==> src/rtl/spi_gain_bridge.sv <==
// SPI mode-0 slave that turns 16-bit host frames into single-cycle gain register writes.
// Define SPI_SHADOW_READBACK_EN to keep a shadow copy of band codes for MISO readback.
module spi_gain_bridge #(
  parameter int NUM_BANDS  = 10,
  parameter int CODE_WIDTH = 8
) (
  input  logic                  clk,
  input  logic                  rst,
  input  logic                  sclk,
  input  logic                  cs_n,
  input  logic                  mosi,
  output logic                  miso,
  output logic                  miso_oe,
  output logic                  we,
  output logic [7:0]            addr,
  output logic [CODE_WIDTH-1:0] wr_data,
  output logic                  busy,
  output logic                  frame_err
);

  localparam int FW = 8 + CODE_WIDTH;
  localparam int AW = (NUM_BANDS > 1) ? $clog2(NUM_BANDS) : 1;
  localparam logic [7:0] NB = 8'(NUM_BANDS);

  typedef enum logic [2:0] {WAIT_IDLE, IDLE, SHIFT, COMMIT, DRAIN} state_t;

  state_t                state_q, state_d;
  logic [1:0]            sclk_sq, cs_sq, mosi_sq;
  logic                  sclk_prev_q;
  logic [FW-1:0]         sh_q, sh_d, sh_shift;
  logic [4:0]            cnt_q, cnt_d;
  logic [CODE_WIDTH-1:0] tx_q, tx_d, rd_code;
  logic                  oe_q, oe_d, miso_q, miso_d, ferr_q, ferr_d;
  logic                  sclk_s, cs_s, mosi_s, rise, fall;
  logic [6:0]            look_a, frm_a;

  always_ff @(posedge clk or posedge rst) begin
    if (rst) begin
      sclk_sq     <= '0;
      cs_sq       <= '0;
      mosi_sq     <= '0;
      sclk_prev_q <= 1'b0;
    end else begin
      sclk_sq     <= {sclk_sq[0], sclk};
      cs_sq       <= {cs_sq[0], cs_n};
      mosi_sq     <= {mosi_sq[0], mosi};
      sclk_prev_q <= sclk_sq[1];
    end
  end

  assign sclk_s   = sclk_sq[1];
  assign cs_s     = cs_sq[1];
  assign mosi_s   = mosi_sq[1];
  assign rise     = sclk_s & ~sclk_prev_q;
  assign fall     = ~sclk_s & sclk_prev_q;
  assign sh_shift = {sh_q[FW-2:0], mosi_s};
  // Header byte as it will stand once the 8th bit lands; used for the read lookup.
  assign look_a   = sh_shift[6:0];
  assign frm_a    = sh_q[FW-2:CODE_WIDTH];

  function automatic logic in_range(input logic [6:0] a);
    return {1'b0, a} < NB;
  endfunction

`ifdef SPI_SHADOW_READBACK_EN
  logic [CODE_WIDTH-1:0] shadow_q [NUM_BANDS];

  always_ff @(posedge clk or posedge rst) begin
    if (rst) begin
      for (int i = 0; i < NUM_BANDS; i++) shadow_q[i] <= '0;
    end else if (we) begin
      shadow_q[frm_a[AW-1:0]] <= sh_q[CODE_WIDTH-1:0];
    end
  end

  assign rd_code = in_range(look_a) ? shadow_q[look_a[AW-1:0]] : '0;
`else
  assign rd_code = '0;
`endif

  always_ff @(posedge clk or posedge rst) begin
    if (rst) begin
      state_q <= WAIT_IDLE;
      sh_q    <= '0;
      cnt_q   <= '0;
      tx_q    <= '0;
      oe_q    <= 1'b0;
      miso_q  <= 1'b0;
      ferr_q  <= 1'b0;
    end else begin
      state_q <= state_d;
      sh_q    <= sh_d;
      cnt_q   <= cnt_d;
      tx_q    <= tx_d;
      oe_q    <= oe_d;
      miso_q  <= miso_d;
      ferr_q  <= ferr_d;
    end
  end

  always_comb begin
    state_d = state_q;
    sh_d    = sh_q;
    cnt_d   = cnt_q;
    tx_d    = tx_q;
    oe_d    = oe_q;
    miso_d  = miso_q;
    ferr_d  = 1'b0;
    case (state_q)
      WAIT_IDLE: if (cs_s) state_d = IDLE;
      IDLE: begin
        if (!cs_s) begin
          state_d = SHIFT;
          cnt_d   = '0;
          sh_d    = '0;
        end
      end
      SHIFT: begin
        // Deselect wins over any coincident sclk edge: a short frame never commits.
        if (cs_s) begin
          state_d = IDLE;
          ferr_d  = 1'b1;
          oe_d    = 1'b0;
          miso_d  = 1'b0;
        end else if (rise) begin
          sh_d  = sh_shift;
          cnt_d = cnt_q + 5'd1;
          if (cnt_q == 5'd7 && sh_shift[7]) begin
            tx_d = rd_code;
            oe_d = 1'b1;
          end
          if (cnt_q == 5'(FW - 1)) state_d = COMMIT;
        end else if (fall && oe_q) begin
          miso_d = tx_q[CODE_WIDTH-1];
          tx_d   = tx_q << 1;
        end
      end
      COMMIT: state_d = DRAIN;
      DRAIN: begin
        if (cs_s) begin
          state_d = IDLE;
          oe_d    = 1'b0;
          miso_d  = 1'b0;
        end
      end
      default: state_d = WAIT_IDLE;
    endcase
  end

  assign we        = (state_q == COMMIT) && !sh_q[FW-1] && in_range(frm_a);
  assign addr      = we ? {1'b0, frm_a} : '0;
  assign wr_data   = we ? sh_q[CODE_WIDTH-1:0] : '0;
  assign busy      = (state_q == SHIFT) || (state_q == COMMIT) || (state_q == DRAIN);
  assign miso      = miso_q;
  assign miso_oe   = oe_q;
  assign frame_err = ferr_q;

endmodule
==> config.mk <==
export PLATFORM = sky130hd
export DESIGN_NAME = spi_gain_bridge
export DESIGN_NICKNAME = d
export VERILOG_FILES = /design/src/rtl/spi_gain_bridge.sv
export SDC_FILE = /design/constraint.sdc
export NUM_CORES = 1
export LEC_CHECK = 0
export BUFFER_PORTS_ARGS = -buffer_cell sky130_fd_sc_hd__buf_2
export CAP_MARGIN = 20
export CORE_MARGIN = 2
export CORE_UTILIZATION = 56
export DETAILED_ROUTE_END_ITERATION = 8
export HOLD_SLACK_MARGIN = 0.05
export PLACE_DENSITY = 0.84
export SLEW_MARGIN = 20
export SYNTH_ARGS = -nofsm -noshare
export SYNTH_HDL_FRONTEND = slang
export SYNTH_SLANG_ARGS = --single-unit
==> constraint.sdc <==
create_clock -name clk -period 5.39 [get_ports clk]
set_clock_uncertainty 0.05 [all_clocks]
set_input_delay 0.539 -clock clk [delete_from_list [all_inputs] [get_ports clk]]
set_output_delay 0.539 -clock clk [all_outputs]
set_load 0.02 [all_outputs]
After elaboration in Yosys (flattened, before gate mapping) --
Cells that the tools add are included.
Storage, ports and cells: register bits 42, bits in latches 0, memory bits (writable) 0, ROM bits 0, bits of input ports 5, output and inout port bits 21, logic and storage cells 82, memories 0
Cells by class: add/subtract/negate cells 1, multipliers 0, divide/modulo/power cells 0, $lt $le $gt $ge 1, equal/unequal tests 17, shift-type cells 0, multiplexer cells 30, bitwise logic cells 5, reductions and logical operators 17
Operators by type and width (number):
- 16-bit 2-to-1 mux | 3
- 8-bit 2-to-1 mux | 4
- 16-bit one-hot mux with 2 select lines | 1
- 4-bit AND reduction | 5
- 3-bit 2-to-1 mux | 5
- 5-bit 2-to-1 mux | 3
- 3-bit inequality test (second input constant) | 5
- 3-bit one-hot mux with 4 select lines | 1
- 5-bit one-hot mux with 2 select lines | 1
- 1-bit 2-to-1 mux | 9
- 2-bit inequality test (second input constant) | 4
- 7-bit by 4-bit less-than comparator with 1-bit output (second input constant) | 1
- 7-bit 2-to-1 mux | 1
- 3-bit by 2-bit equality test with 1-bit output (second input constant) | 2
- 2-bit nonzero test | 3
- 5-bit by 1-bit adder with 5-bit output (second input constant) | 1
- 5-bit by 3-bit equality test with 1-bit output (second input constant) | 1
- 5-bit by 4-bit equality test with 1-bit output (second input constant) | 1
- 1-bit logical AND | 4
- 2-bit by 1-bit inequality test with 1-bit output (second input constant) | 2
- 1-bit one-hot mux with 2 select lines | 2
- 3-bit by 1-bit equality test with 1-bit output (second input constant) | 1
- 3-bit equality test (second input constant) | 1
- 3-bit zero test | 1
- 5 further kinds | 9

Logic depth before layout (Yosys ltp) --
word-level depth 7, gate-level depth with buffers 6, depth with buffers taken out 5

Least setup slack after synthesis --
No wires, ideal clock.
path kind flip-flop to output port, start register sh_q[15], end output port addr[0], data arrival time 1.691 ns, required time 4.801 ns, slack 3.110 ns, cell stages (with the launch flop) 5, path buffers 1, cells stage by stage dfrtp_1 > or4_1 > nor3_1 > clkbuf_1 > and2_1
On the way: longest elaborated chain between the ends 4
RTL lines:
- start, declared | line 30 | logic [FW-1:0] sh_q, sh_d, sh_shift;
- start signal, assigned | line 84 | sh_q <= '0;
- start signal, assigned | line 92 | sh_q <= sh_d;
- 1-bit zero test | line 150 | assign we = (state_q == COMMIT) && !sh_q[FW-1] && in_range(frm_a);
- 1-bit logical AND (2 in a row) | line 150
- named net we | line 14 | output logic we,
- 7-bit 2-to-1 mux | line 151 | assign addr = we ? {1'b0, frm_a} : '0;
- end, declared | line 15 | output logic [7:0] addr,
The timed path passes the listed nets, and every way through them passes these cells.

Worst setup path after layout --
start register sh_q[14], end output port addr[0]
On the way: longest elaborated chain between the ends 3
RTL lines:
- 7-bit by 4-bit less-than comparator with 1-bit output | line 62 | return {1'b0, a} < NB;
- 1-bit logical AND | line 150
- 7-bit 2-to-1 mux | line 151
Every way passes these cells.

==> impl_metrics.toml <==
[run_status]
status = "complete, no violations"

[pwr]
finalPower_uw = 471
intPower_uw = 340
p_seq_share_pct = 58.0
switching_share_pct = 27.7
pwr-share-comb_pct = 13.0
p_per_area_mw_per_mm2 = 298
cellLeakagePower_nw = 0.794
ir_worst_vdd_uv = 245
power_switching_uw = 131
p_clk_share_pct = 29.0

[floorplanning]
dieArea_mm2 = 0.00301
die_w_um = 54.9
die_h_um = 54.9
rows = 18
start_util_pct = 59.0
ios = 26
placeableCoreArea_mm2 = 0.00245

[cts]
clkSlewWorstSetupHoldPaths_ns = 0.09
clock_latency_ns = 0.33
clockBufferDepth = 2
cts.sinks = 33
clockRootBuffer = "clkbuf_4"
cts_buffers = 5
cts_tree = "yes"
cts_resized = 0
htreeDepth = 2
postCtsHoldBufs = 0
postCtsSetupRepairBufs = 0

[timing]
period_needed_ns = 2.90
setup-violations-final = 0
relSlewSlack_pct = 44.5
hold_viol_final = 0
worst_pin_slew_ns = 0.826
max_freq_mhz = 345
setup_tns_ns = 0
period_share_pct = 53.8
rsz0062_at_grt = "false"
final_max_slew_viol_count = 0

[drt]
dr.pass1.iters = 4
wirelength_mm = 2.54
drc_errors = 0
post_drt_wl_per_cell_um = 14.6
via_per_inst = 5.61
drt_iter0_drc = 18
vias = 977
antenna_left = 0

[global_routing]
grt_pass1_vias = 865
antenna_found_initial = 0
grt_max_degree = 34
grt_overflow = 0
grt_use_total_pct = 19.9
grt_pass1_wl_mm = 4.00

[logic_synthesis]
yosysMostFrequentCell = "dfrtp_1"
syn_avg_cell_area_um2 = 11.7
ys_async_sr_fraction_pct = 100
synth_ff_type = "dfrtp_1"
yosys_warnings = 0
ys_ff_latch = 33
synth_top_cells_by_area = "dfrtp_1 (57%), a22o_1 (10%), and2_1 (5.2%)"
yosysSeqAreaShare_pct = 57.0
netlist.area_leader.share_pct = 57.0
synth_area_mm2 = 0.00145
yosysUniqueCellTypes = 34
synth_cells = 124
synth.largest_area_cell = "dfrtp_1"
synth-edff-count = 0
yosys-top-cells-count = "dfrtp_1 (33), a22o_1 (17), and2_1 (12), buf_4 (6), inv_1 (6)"

[job]
cap_violations = 0

[final_layout]
multiInputGateArea_um2 = 533
nNetsFinal = 151
seq_area_um2 = 826
fillers = 196
drive_gt1_share_pct = 20.8
area_delta_synth_final_pct = 9.15
diodes = 0

[worst_setup_path]
max_stage_delay_ns = 0.65
reg2regPathDepth = 3
critPathMaxFanout = 11
cp-start-kind = "flop"
slowest_stage = "nor3_1"
arrival_ns = 2.31
crit_chain = "or4_1 > nor3_1 > and2_1 > buf_2"
required_ns = 4.80
crit_type = "reg2out"
worst_setup_path_end_kind = "output port"

[placed_design]
portBuffers = 20
hpwlAfterDp_mm = 1.69
place_congestion = 0.772

[worst_hold_path]
hp-class = "in2async"
==> worst paths after layout <==
kind                                 start          to  slack, ns
worst min-delay path                   rst    sh_q[13]       0.22
worst min register to register    cs_sq[0]    cs_sq[1]       0.30
worst max-delay path              sh_q[14]     addr[0]       2.49
min in group clk                      mosi  mosi_sq[0]       0.26
max in group asynchronous              rst    cs_sq[1]       4.78
worst max register to register  state_q[2]    cnt_q[0]       3.40
==> layer usage <==
layer / vias up / track usage (%) / part of all wire (%)
met5: - / 0 / 0
met4: 0 / 8.75 / 1.1
met3: 4 / 8.20 / 5.6
met2: 25 / 30.8 / 49
met1: 478 / 24.3 / 44
li1: 470 / - / -
==> cell type report <==
class                      count  share of cell area [%]
multi-input combinational     77                    33.7
sequential                    33                    52.2
tap                           30                    2.37
clock buffer                   7                    3.48
inverter                       6                    1.42
timing repair buffer          21                    6.80
==> cell families after synthesis <==
family                     after synthesis  synth area share [%]
buffers and inverters                   18                  7.51
xor gates and xnor gates                 2                  1.21
adders and majority gates                2                  1.73
and+or+nand+nor                         36                  14.9
muxes                                    1                 0.777
DFF                                     33                  57.0
other                                    1                 0.259
AOI/OAI and AO/OA                       31                  16.6
==> critical path: cells and delay by family, from the launching register on <==
family / cells / cell delay [ns]
simple gates: 3 / 1.41
flops: 1 / 0.40
buf+inv: 1 / 0.16
==> placed cells by master, fill, tap and decap left out, types with 2 or more instances in the layout <==
cell type	n
nand2_1	3
inv_1	6
nor2_1	3
nand3b_1	2
dfrtp_1	33
o31ai_1	2
buf_2	20
nor3_1	5
ha_1	2
xnor2_1	2
and2_1	12
o21ai_0	4
clkbuf_4	5
or3_1	2
conb_1	5
a22o_1	17
nor4bb_1	2
or4_1	3
==> power by group through the flow <==
stage	clock, mW	combinational [mW]	sequential, mW
finish	0.137	0.0611	0.273
global route	0.154	0.0687	0.276
CTS	0.142	0.0617	0.273
detailed placement	0	0.0608	0.278
global placement	0	0.0576	0.277
floorplan	0	0.0638	0.268
==> through the flow <==
step / util [%] / setup WS (ns) / instance area, um2 / hold slack (ns) / instances
2_1_floorplan: - / 3.11 / 1460 / 0.281 / 128
3_3_place_gp: 62.0 / 2.98 / 1520 / 0.282 / 167
3_5_place_dp: 62.2 / 2.86 / 1530 / 0.287 / 167
4_1_cts: 64.4 / 2.47 / 1580 / 0.222 / 174
5_1_grt: 64.4 / 2.34 / 1580 / 0.233 / 174
6_report: 64.4 / 2.49 / 1580 / 0.218 / 174
==> registers in the layout, indices dropped and copies added (netlist names) <==
signal and count:
cnt_q 5, cs_sq 2, frame_err 1, miso_oe 1, mosi_sq 2, sclk_prev_q 1, sclk_sq 2, sh_q 16
state_q 3
(Power assumes the default switching activity.)
